File: src/rtl/rv_decode_pkg.sv
`default_nettype none
// ============================================================================
// Module      : rv_decode_pkg
// Description : Shared RV32I decode definitions: base opcodes and the
//               operand-B select codes understood by the execute-stage mux.
// Revision    : 1.0 - initial release
// ============================================================================
package rv_decode_pkg;

    // RV32I base opcodes (instr[6:0])
    localparam logic [6:0] OP_R      = 7'b0110011;
    localparam logic [6:0] OP_IMM    = 7'b0010011;
    localparam logic [6:0] OP_LOAD   = 7'b0000011;
    localparam logic [6:0] OP_JALR   = 7'b1100111;
    localparam logic [6:0] OP_BRANCH = 7'b1100011;
    localparam logic [6:0] OP_STORE  = 7'b0100011;
    localparam logic [6:0] OP_LUI    = 7'b0110111;
    localparam logic [6:0] OP_AUIPC  = 7'b0010111;
    localparam logic [6:0] OP_JAL    = 7'b1101111;

    // Operand-B select codes; the execute-stage mux decodes these same values.
    localparam logic [2:0] SEL_RS2 = 3'b000;
    localparam logic [2:0] SEL_I   = 3'b001;
    localparam logic [2:0] SEL_B   = 3'b010;
    localparam logic [2:0] SEL_S   = 3'b011;
    localparam logic [2:0] SEL_U   = 3'b100;
    localparam logic [2:0] SEL_UJ  = 3'b101;

endpackage : rv_decode_pkg
`default_nettype wire

File: src/rtl/imm_gen.sv
`default_nettype none
// ============================================================================
// Module      : imm_gen
// Description : Combinational RV32I immediate generator. Forms all five
//               immediate formats for every instruction and classifies the
//               opcode into an operand-B select code.
// Ports       : instr    - raw instruction
//               i_imme, s_imme, b_imme, u_imme, uj_imme - immediates
//               imme_sel - operand-B select code
//               illegal  - opcode outside the supported set
// Revision    : 1.0 - initial release
// ============================================================================
module imm_gen
    import rv_decode_pkg::*;
(
    input  logic [31:0] instr,
    output logic [31:0] i_imme,
    output logic [31:0] s_imme,
    output logic [31:0] b_imme,
    output logic [31:0] u_imme,
    output logic [31:0] uj_imme,
    output logic [2:0]  imme_sel,
    output logic        illegal
);

    logic       w_sign;
    logic [6:0] w_opcode;

    assign w_sign   = instr[31];
    assign w_opcode = instr[6:0];

    // Immediates are built unconditionally; the select code decides which
    // one execute actually uses.
    assign i_imme  = {{20{w_sign}}, instr[31:20]};
    assign s_imme  = {{20{w_sign}}, instr[31:25], instr[11:7]};
    assign b_imme  = {{19{w_sign}}, instr[31], instr[7], instr[30:25], instr[11:8], 1'b0};
    assign u_imme  = {instr[31:12], 12'b0};
    assign uj_imme = {{11{w_sign}}, instr[31], instr[19:12], instr[20], instr[30:21], 1'b0};

    always_comb begin
        imme_sel = SEL_RS2;
        illegal  = 1'b0;
        case (w_opcode)
            OP_R:                      imme_sel = SEL_RS2;
            OP_IMM, OP_LOAD, OP_JALR:  imme_sel = SEL_I;
            OP_BRANCH:                 imme_sel = SEL_B;
            OP_STORE:                  imme_sel = SEL_S;
            OP_LUI, OP_AUIPC:          imme_sel = SEL_U;
            OP_JAL:                    imme_sel = SEL_UJ;
            default: begin
                imme_sel = SEL_RS2;
                illegal  = 1'b1;
            end
        endcase
    end

endmodule : imm_gen
`default_nettype wire

File: src/rtl/imm_decode_stage.sv
`default_nettype none
// ============================================================================
// Module      : imm_decode_stage
// Description : One-entry registered decode stage between fetch and execute.
//               Accepts an instruction over valid/ready, decodes immediates,
//               select code and register fields, and holds them for execute.
//               Supports stall (out_ready low) and flush.
// Ports       : clk, rst              - clock, synchronous active-high reset
//               flush                 - drop held and offered instruction
//               in_valid/in_ready     - fetch-side handshake
//               in_instr, in_pc       - instruction and its PC
//               out_valid/out_ready   - execute-side handshake
//               imme_sel, *_imme      - decoded select code and immediates
//               rs1/rs2/rd_addr       - register fields
//               out_pc, illegal       - held PC, unsupported opcode flag
// Revision    : 1.0 - initial release
// ============================================================================
module imm_decode_stage
    import rv_decode_pkg::*;
#(
    parameter int XLEN = 32
) (
    input  logic            clk,
    input  logic            rst,
    input  logic            flush,
    input  logic            in_valid,
    output logic            in_ready,
    input  logic [31:0]     in_instr,
    input  logic [XLEN-1:0] in_pc,
    output logic            out_valid,
    input  logic            out_ready,
    output logic [2:0]      imme_sel,
    output logic [XLEN-1:0] i_imme,
    output logic [XLEN-1:0] s_imme,
    output logic [XLEN-1:0] b_imme,
    output logic [XLEN-1:0] u_imme,
    output logic [XLEN-1:0] uj_imme,
    output logic [4:0]      rs1_addr,
    output logic [4:0]      rs2_addr,
    output logic [4:0]      rd_addr,
    output logic [XLEN-1:0] out_pc,
    output logic            illegal
);

    logic [31:0] w_i_imme;
    logic [31:0] w_s_imme;
    logic [31:0] w_b_imme;
    logic [31:0] w_u_imme;
    logic [31:0] w_uj_imme;
    logic [2:0]  w_imme_sel;
    logic        w_illegal;
    logic        w_accept;

    logic            r_out_valid;
    logic [2:0]      r_imme_sel;
    logic [XLEN-1:0] r_i_imme;
    logic [XLEN-1:0] r_s_imme;
    logic [XLEN-1:0] r_b_imme;
    logic [XLEN-1:0] r_u_imme;
    logic [XLEN-1:0] r_uj_imme;
    logic [4:0]      r_rs1_addr;
    logic [4:0]      r_rs2_addr;
    logic [4:0]      r_rd_addr;
    logic [XLEN-1:0] r_out_pc;
    logic            r_illegal;

    imm_gen u_imm_gen (
        .instr    (in_instr),
        .i_imme   (w_i_imme),
        .s_imme   (w_s_imme),
        .b_imme   (w_b_imme),
        .u_imme   (w_u_imme),
        .uj_imme  (w_uj_imme),
        .imme_sel (w_imme_sel),
        .illegal  (w_illegal)
    );

    // Ready whenever the slot is empty or being emptied this cycle, so a
    // drain and an accept can share one edge. Flush deliberately does not
    // gate ready; it only suppresses the load below.
    assign in_ready = !r_out_valid || out_ready;
    assign w_accept = in_valid && in_ready;

    always_ff @(posedge clk) begin
        if (rst) begin
            r_out_valid <= 1'b0;
            r_imme_sel  <= SEL_RS2;
            r_i_imme    <= '0;
            r_s_imme    <= '0;
            r_b_imme    <= '0;
            r_u_imme    <= '0;
            r_uj_imme   <= '0;
            r_rs1_addr  <= '0;
            r_rs2_addr  <= '0;
            r_rd_addr   <= '0;
            r_out_pc    <= '0;
            r_illegal   <= 1'b0;
        end else if (flush) begin
            r_out_valid <= 1'b0;
        end else if (w_accept) begin
            r_out_valid <= 1'b1;
            r_imme_sel  <= w_imme_sel;
            r_i_imme    <= w_i_imme;
            r_s_imme    <= w_s_imme;
            r_b_imme    <= w_b_imme;
            r_u_imme    <= w_u_imme;
            r_uj_imme   <= w_uj_imme;
            r_rs1_addr  <= in_instr[19:15];
            r_rs2_addr  <= in_instr[24:20];
            r_rd_addr   <= in_instr[11:7];
            r_out_pc    <= in_pc;
            r_illegal   <= w_illegal;
        end else if (out_ready) begin
            // Data registers keep stale contents; only valid drops.
            r_out_valid <= 1'b0;
        end
    end

    assign out_valid = r_out_valid;
    assign imme_sel  = r_imme_sel;
    assign i_imme    = r_i_imme;
    assign s_imme    = r_s_imme;
    assign b_imme    = r_b_imme;
    assign u_imme    = r_u_imme;
    assign uj_imme   = r_uj_imme;
    assign rs1_addr  = r_rs1_addr;
    assign rs2_addr  = r_rs2_addr;
    assign rd_addr   = r_rd_addr;
    assign out_pc    = r_out_pc;
    assign illegal   = r_illegal;

endmodule : imm_decode_stage
`default_nettype wire

File: config.mk
export PLATFORM = sky130hd
export DESIGN_NAME = imm_decode_stage
export DESIGN_NICKNAME = d
export VERILOG_FILES = /design/src/rtl/rv_decode_pkg.sv /design/src/rtl/imm_gen.sv /design/src/rtl/imm_decode_stage.sv
export SDC_FILE = /design/constraint.sdc
export NUM_CORES = 1
export LEC_CHECK = 0
export CAP_MARGIN = 20
export CORE_AREA = 4 4 107 109
export DETAILED_ROUTE_END_ITERATION = 10
export DIE_AREA = 0 0 111 113
export PLACE_DENSITY = 0.83
export REMOVE_ABC_BUFFERS = 1
export SKIP_CTS_REPAIR_TIMING = 1
export SYNTH_ARGS = -nofsm -noshare
export SYNTH_HDL_FRONTEND = slang
export SYNTH_SLANG_ARGS = --single-unit
File: constraint.sdc
create_clock -name clk -period 5.6 [get_ports clk]
set_clock_uncertainty 0.05 [all_clocks]
set_input_delay 0.84 -clock clk [delete_from_list [all_inputs] [get_ports clk]]
set_output_delay 0.84 -clock clk [all_outputs]
set_load 0.01 [all_outputs]
======== After elaboration in Yosys (flattened, before gate mapping) ========
Index checks and enable logic that the tools add are counted.
storage, ports and cells
  flip-flop bits (word level) ............. 128
  bits of input ports ..................... 69
  output and inout bits ................... 213
  word-level logic and storage cells ...... 35
operators by class
  equal/unequal tests ..................... 9
  muxes and demuxes ....................... 4
  bitwise operators ....................... 1
  reductions and logical operators ........ 9
operators with widths
  operator                                              number
  equality test 7 x 6 -> 1 bit (second input constant)  3
  equality test 7 bit (second input constant)           3
  case mux 3 bit (5 select lines)                       1
  equality test 7 x 5 -> 1 bit (second input constant)  2
  OR reduction 9 bit                                    1
  equality test 7 x 2 -> 1 bit (second input constant)  1
  OR reduction 2 bit                                    2
  2-to-1 mux 1 bit                                      3
  OR reduction 3 bit                                    1
  AND reduction 2 bit                                   1
  nonzero test 2 bit                                    1
  logical AND 1 bit                                     1
  logical NOT 1 bit                                     1
  logical OR 1 bit                                      1
  inverter 1 bit                                        1

======== Logic depth before layout (Yosys ltp) ========
Gate-level depths: netlist of the first run.
  depth in word-level cells ............... 4
  gate-level depth with buffers ........... 6
  depth with buffers taken out ............ 4

======== Cells and area by module ========
From an unflattened synthesis of the first run, not the netlist that was laid out.
unflattened totals
  cell total of the unflattened synthesis .. 1097
  area total of the unflattened synthesis .. 10968.0 µm²
by module, submodules not included
  module            times used  cells an instance  area each (µm²)  sequential area each (µm²)
  imm_decode_stage  1           921                9660.5           4244.1
  imm_gen           1           176                1307.5           0.0

======== Worst setup path before layout of the first run ========
Ideal clock, no wire load.
  path type ............................... register to output
  start ................................... register, netlist name i_imme[11]
  end ..................................... output b_imme[13]
  data arrival time ....................... 1849 ps
  data required time ...................... 4710 ps
  slack ................................... 2861 ps
  stages on the path, launching flop included .. 2
  buffers on the path ..................... 1
  cells stage by stage .................... dfxtp_1 -> buf_4
RTL lines
  item              line                    RTL
  end: declaration  imm_decode_stage.sv:35  output logic [XLEN-1:0] b_imme,

======== Worst setup path in the final report of the first run ========
  start ................................... input out_ready
  end ..................................... output in_ready
between the ends
  longest elaborated chain between the ends .. 1
ends and longest elaborated chain
  item                line                    RTL
  start: declaration  imm_decode_stage.sv:31  input logic out_ready,
  logical OR 1 bit    imm_decode_stage.sv:81  assign in_ready = !r_out_valid || out_ready;
  end: declaration    imm_decode_stage.sv:27  output logic in_ready,
Every way passes these cells.

==> results of run 1 <==
kinds of logic after synthesis:
| group | Yosys count | share of synthesized area [%] |
|---|---|---|
| AO/OA/AOI/OAI | 127 | 18.2 |
| buffers and inverters | 184 | 36.7 |
| AND/OR/NAND/NOR | 72 | 10.7 |
| other | 1 | 0.104 |
| flip-flops | 62 | 34.4 |
registers in the layout, summed over array words and instances (netlist names):
register and count:
rs1_addr 4, imme_sel 3, out_pc 32, illegal 1, i_imme 12, uj_imme 4
s_imme 5, out_valid 1
power by group through the flow:
stage / combinational (uW) / sequential [uW] / clock (uW)
floorplan: 44.5 / 523 / 0
detailed placement: 276 / 492 / 0
global placement: 272 / 490 / 0
CTS: 277 / 482 / 451
finish: 287 / 477 / 437
global route: 306 / 480 / 473
metal layers:
metal | up-vias | track usage, % | share of wire, %
li1 | 1584 | - | -
met1 | 1559 | 18.5 | 39
met2 | 160 | 29.1 | 52
met3 | 21 | 5.88 | 7.6
met4 | 0 | 4.19 | 1.6
met5 | - | 0 | 0
worst max-delay path: cells and delay by family:
family	cells	cell delay, ns
buffers and inverters	4	1.48
AND/OR/NAND/NOR	1	0.11
cells in the mapped netlist, types with 2 or more instances:
library cell	number
clkbuf_1	11
and4b_1	2
o21ai_0	49
clkbuf_2	5
nor2_1	3
o2111ai_1	2
o21ai_1	11
buf_2	3
buf_6	3
nand3_1	57
a21oi_1	61
dfxtp_1	62
buf_4	160
per-stage QoR:
stage	setup slack, ns	hold WS, ns	setup TNS [ns]
floorplan	-0.444	0.438	-30.24
global placement	2.27	0.411	0
detailed placement	2.25	0.417	0
CTS	2.24	0.426	0
global route	2.14	0.444	0
finish	2.25	0.428	0
final cells by class:
cell class / count / area, um2 / share of cell area [%]
clock inverter: 7 / 98.8 / 1.79
sequential: 62 / 1240 / 22.5
tap: 140 / 175 / 3.17
timing repair buffer: 273 / 2780 / 50.3
inverter: 1 / 3.75 / 0.0679
clock buffer: 9 / 124 / 2.24
multi-input combinational: 213 / 1100 / 20.0
worst paths after layout:
path	to	cells past startpoint	startpoint	slack (ns)
min	out_pc[20]	2	out_pc[20]	0.43
max	in_ready	5	out_ready	2.25
min reg2reg	out_pc[20]	2	out_pc[20]	0.43
max reg2reg	illegal	6	out_valid	3.68
==> results.toml, run 1 <==
[routing]
drt_pre_antenna_iters = 4
ant_nets = 0
wl_per_cell_um = 15.7
via_per_inst = 4.71
vias = 3324
dr.first_iter.drc_count = 175
routed_wl_mm = 11.1
remaining_drc_errors = 0

[timing]
rsz0062_at_grt = "no"
period_needed_ns = 3.35
hold_violations = 0
relSlewSlack_pct = 56.9
setup_viol = 0
max_freq_mhz = 299
tightest_slew_ns = 0.647
slew_violations = 0
period_share_pct = 59.7

[finish]
drive_gt1_share_pct = 4.96
finalNetCount = 629
final_area_mm2 = 0.00553
layout_commonest_cell = "clkdlybuf4s50_1"
layout_common_cells = "clkdlybuf4s50_1 (266), a21oi_1 (61), dfxtp_1 (61)"
utilization_pct = 52.1
diodes = 0
area_growth_pct = 53.0
fill_cells = 975
instances_no_fill = 705

[global_routing]
grt_pass1_wl_mm = 17.0
grt_pass1_vias = 3175
grt_max_degree = 77
track_usage_pct = 16.3
grt-ovfl-total = 0
antenna_found_initial = 0

[setup_path]
crit_chain = "clkdlybuf4s50_1 -> nor2b_4 -> buf_4 -> inv_2 -> clkdlybuf4s50_1"
cp_slowest_cell = "clkdlybuf4s50_1"
end_kind = "output pin"
setup.worst_path.start_class = "input port"
cpMostUsedCell = "clkdlybuf4s50_1"
crit_required_ns = 4.71
crit_fanout = 63
crit_path_max_incr_delay_ns = 0.49
path_class = "in2out"
crit_arrival_ns = 2.46

[power_and_ir_drop]
swShare_pct = 26.7
powerDensity_mw_per_mm2 = 217
p_switching_uw = 320
internal_power_uw = 881
combPwrFrac_pct = 23.9
p_leak_uw = 0.00190
clkPwrFrac_pct = 36.4
vdd_ir_drop_max_mv = 0.107
p_seq_share_pct = 39.7
p_total_uw = 1200

[yosys]
ys_seq_area_share_pct = 34.4
postSynth.asyncResetShare_pct = 0
synth_area_leaders = "dfxtp_1 (34%), buf_4 (33%), a21oi_1 (8.5%)"
avgSynthCellArea_um2 = 8.10
synth_seq_cells = 62
synth_top_cell_by_area = "dfxtp_1"
synth_top_flop_cell = "dfxtp_1"
synth_top_cell_area_share_pct = 34.4
synth-edff-count = 0
ys_warn_count = 0
synthCells = 446
synthesis.area_mm2 = 0.00361
yosysUniqueCellTypes = 30

[clock_network]
cts_buffers = 9
tritoncts = "yes"
clockBufferDepth = 2
clk_pin_slew_worst_paths_ns = 0.07
cts_root_buffer = "clkbuf_8"
clock_latency_ns = 0.32
clock_sinks = 62
htree_num_levels = 3

[die]
core_mm2 = 0.0106
core.rowCount = 38
ios = 282
die_area_mm2 = 0.0125
die_y_um = 113
initial_core_util_pct = 34.1
die_w_um = 111

[placed_design]
io_buffers = 267
dpl.cell_count = 685
place_congestion = 0.782
detailed_place_hpwl_mm = 7.81
place_area_mm2 = 0.00521

[status]
status = "completed"

[job]
maxCapViolCount = 0

[hold_path]
hold_path.class = "reg2reg"
(Power assumes the default switching activity.)
==> run 2, diff against run 1 <==
CORE_AREA = not set   (was 4 4 107 109)
CORE_MARGIN = 4   (was not set)
CORE_UTILIZATION = 31   (was not set)
DIE_AREA = not set   (was 0 0 111 113)
PLACE_DENSITY = 0.79   (was 0.83)
clock period = 3 ns   (was 5.6 ns; I/O delays follow)
==> results.toml, run 2 (synthesis gave the netlist of run 1 again) <==
[routing]
via_per_inst = 4.59
routed_wl_mm = 10.7
ant_nets = 0
wl_per_cell_um = 15.1
dr.first_iter.drc_count = 231
vias = 3243
drt_pre_antenna_iters = 4
remaining_drc_errors = 0

[die]
core.rowCount = 39
core_mm2 = 0.0114
die_y_um = 116
initial_core_util_pct = 31.6
die_w_um = 116
ios = 282
die_area_mm2 = 0.0134

[setup_path]
r2r_start = "out_valid"
crit_required_ns = 2.50
setup.worst_path.start_class = "register"
path_class = "reg2out"
cp_slowest_cell = "dfxtp_2"
crit_chain = "buf_12 -> clkdlybuf4s50_1"
crit_fanout = 39
critical_path.startpoint = "i_imme[11]"
end_kind = "output pin"
crit_arrival_ns = 1.87
crit_path_max_incr_delay_ns = 0.71

[placed_design]
io_buffers = 267
place_congestion = 0.778
detailed_place_hpwl_mm = 7.84
dpl.cell_count = 691

[finish]
instances_no_fill = 707
finalNetCount = 628
largest_reg_flops = 32
drive_gt1_share_pct = 4.43
fill_cells = 1091
layout_commonest_cell = "clkdlybuf4s50_1"
area_growth_pct = 54.4
diodes = 0
layout_common_cells = "clkdlybuf4s50_1 (266), a21oi_1 (61), dfxtp_1 (61)"
utilization_pct = 48.8

[timing]
hold_violations = 0
relSlewSlack_pct = 26.7
max_freq_mhz = 422
rsz0062_at_grt = "no"
period_needed_ns = 2.37
period_share_pct = 78.9
slew_violations = 0
tightest_slew_ns = 1.10
setup_viol = 0

[global_routing]
gr-usage-met1_pct = 16.7
grt_max_degree = 63
grt_pass1_vias = 3122
grt-ovfl-total = 0
track_usage_pct = 14.4
met2_usage_pct = 25.6
grt_pass1_wl_mm = 15.9
use_met3_pct = 4.33
busiest_layer = "met2"
antenna_found_initial = 0

[clock_network]
clock_sinks = 62
clockBufferDepth = 2
tritoncts = "yes"
cts_root_buffer = "clkbuf_16"
clock_latency_ns = 0.32
clk_pin_slew_worst_paths_ns = 0.05
cts_buffers = 9
htree_num_levels = 3

[status]
status = "completed"

[hold_path]
hold_start = "out_pc[13]"
hold_path.class = "reg2reg"

[job]
maxCapViolCount = 0

[power_and_ir_drop]
p_leak_uw = 0.00193
powerDensity_mw_per_mm2 = 451
vdd_ir_drop_max_mv = 0.240
p_total_uw = 2510
run 2: changes by cell type in the layout (fill, tap and decap cells not counted):
| cell | change |
|---|---|
| clkbuf_16 | +9 |
| clkbuf_1 | +2 |
| clkinvlp_4 | -1 |
| clkbuf_8 | -8 |
| clkinv_4 | -3 |
| clkinv_2 | +1 |
| buf_4 | +1 |
| buf_16 | -2 |
run 2: layer usage:
layer | part of all wire (%) | vias up | routed length (um)
met2 | 53 | 144 | 5650
met3 | 7.4 | 11 | 794
li1 | - | 1581 | -
met4 | 1.1 | 0 | 121
met5 | 0 | - | 0
met1 | 39 | 1507 | 4120
run 2: cell type report:
cell class              instances  area, um2  share of cell area (%)
clock inverters                 4       70.1                    1.26
multi-input cells             213       1100                    19.8
clock buffers                  12        246                    4.42
inverters                       1       3.75                  0.0673
repair buffers                272       2730                    49.0
flip-flops and latches         62       1240                    22.3
well taps                     143        179                    3.21
run 2: through the flow:
stage                     worst slack [ns]  hold WS, ns  instance area, um2  TNS, ns
after global routing                 0.508        0.441                5580        0
final                                0.632        0.424                5580        0
after CTS                            0.589        0.426                5580        0
after floorplan                      -3.04        0.438                2340  -231.35
after global placement               0.737        0.411                5260        0
after detailed placement             0.652        0.418                5260        0
run 2: path summary, 6_finish.rpt:
| path | end | slack (ns) | cells past startpoint |
|---|---|---|---|
| worst min register to register | out_pc[13] | 0.42 | 2 |
| worst max-delay path | i_imme[13] | 0.63 | 2 |
| worst min-delay path | out_pc[13] | 0.42 | 2 |
| worst max register to register | illegal | 1.43 | 5 |
run 2: worst max-delay path: cells and delay by family, from the launching register on:
family                 cells  cell delay [ns]
buffers and inverters      2             0.83
DFF                        1             0.71
run 2: report_power, final:
part / internal (uW) / switching (uW)
sequential: 862 / 33.1
clock: 747 / 347
combinational: 308 / 215
total: 1920 / 596
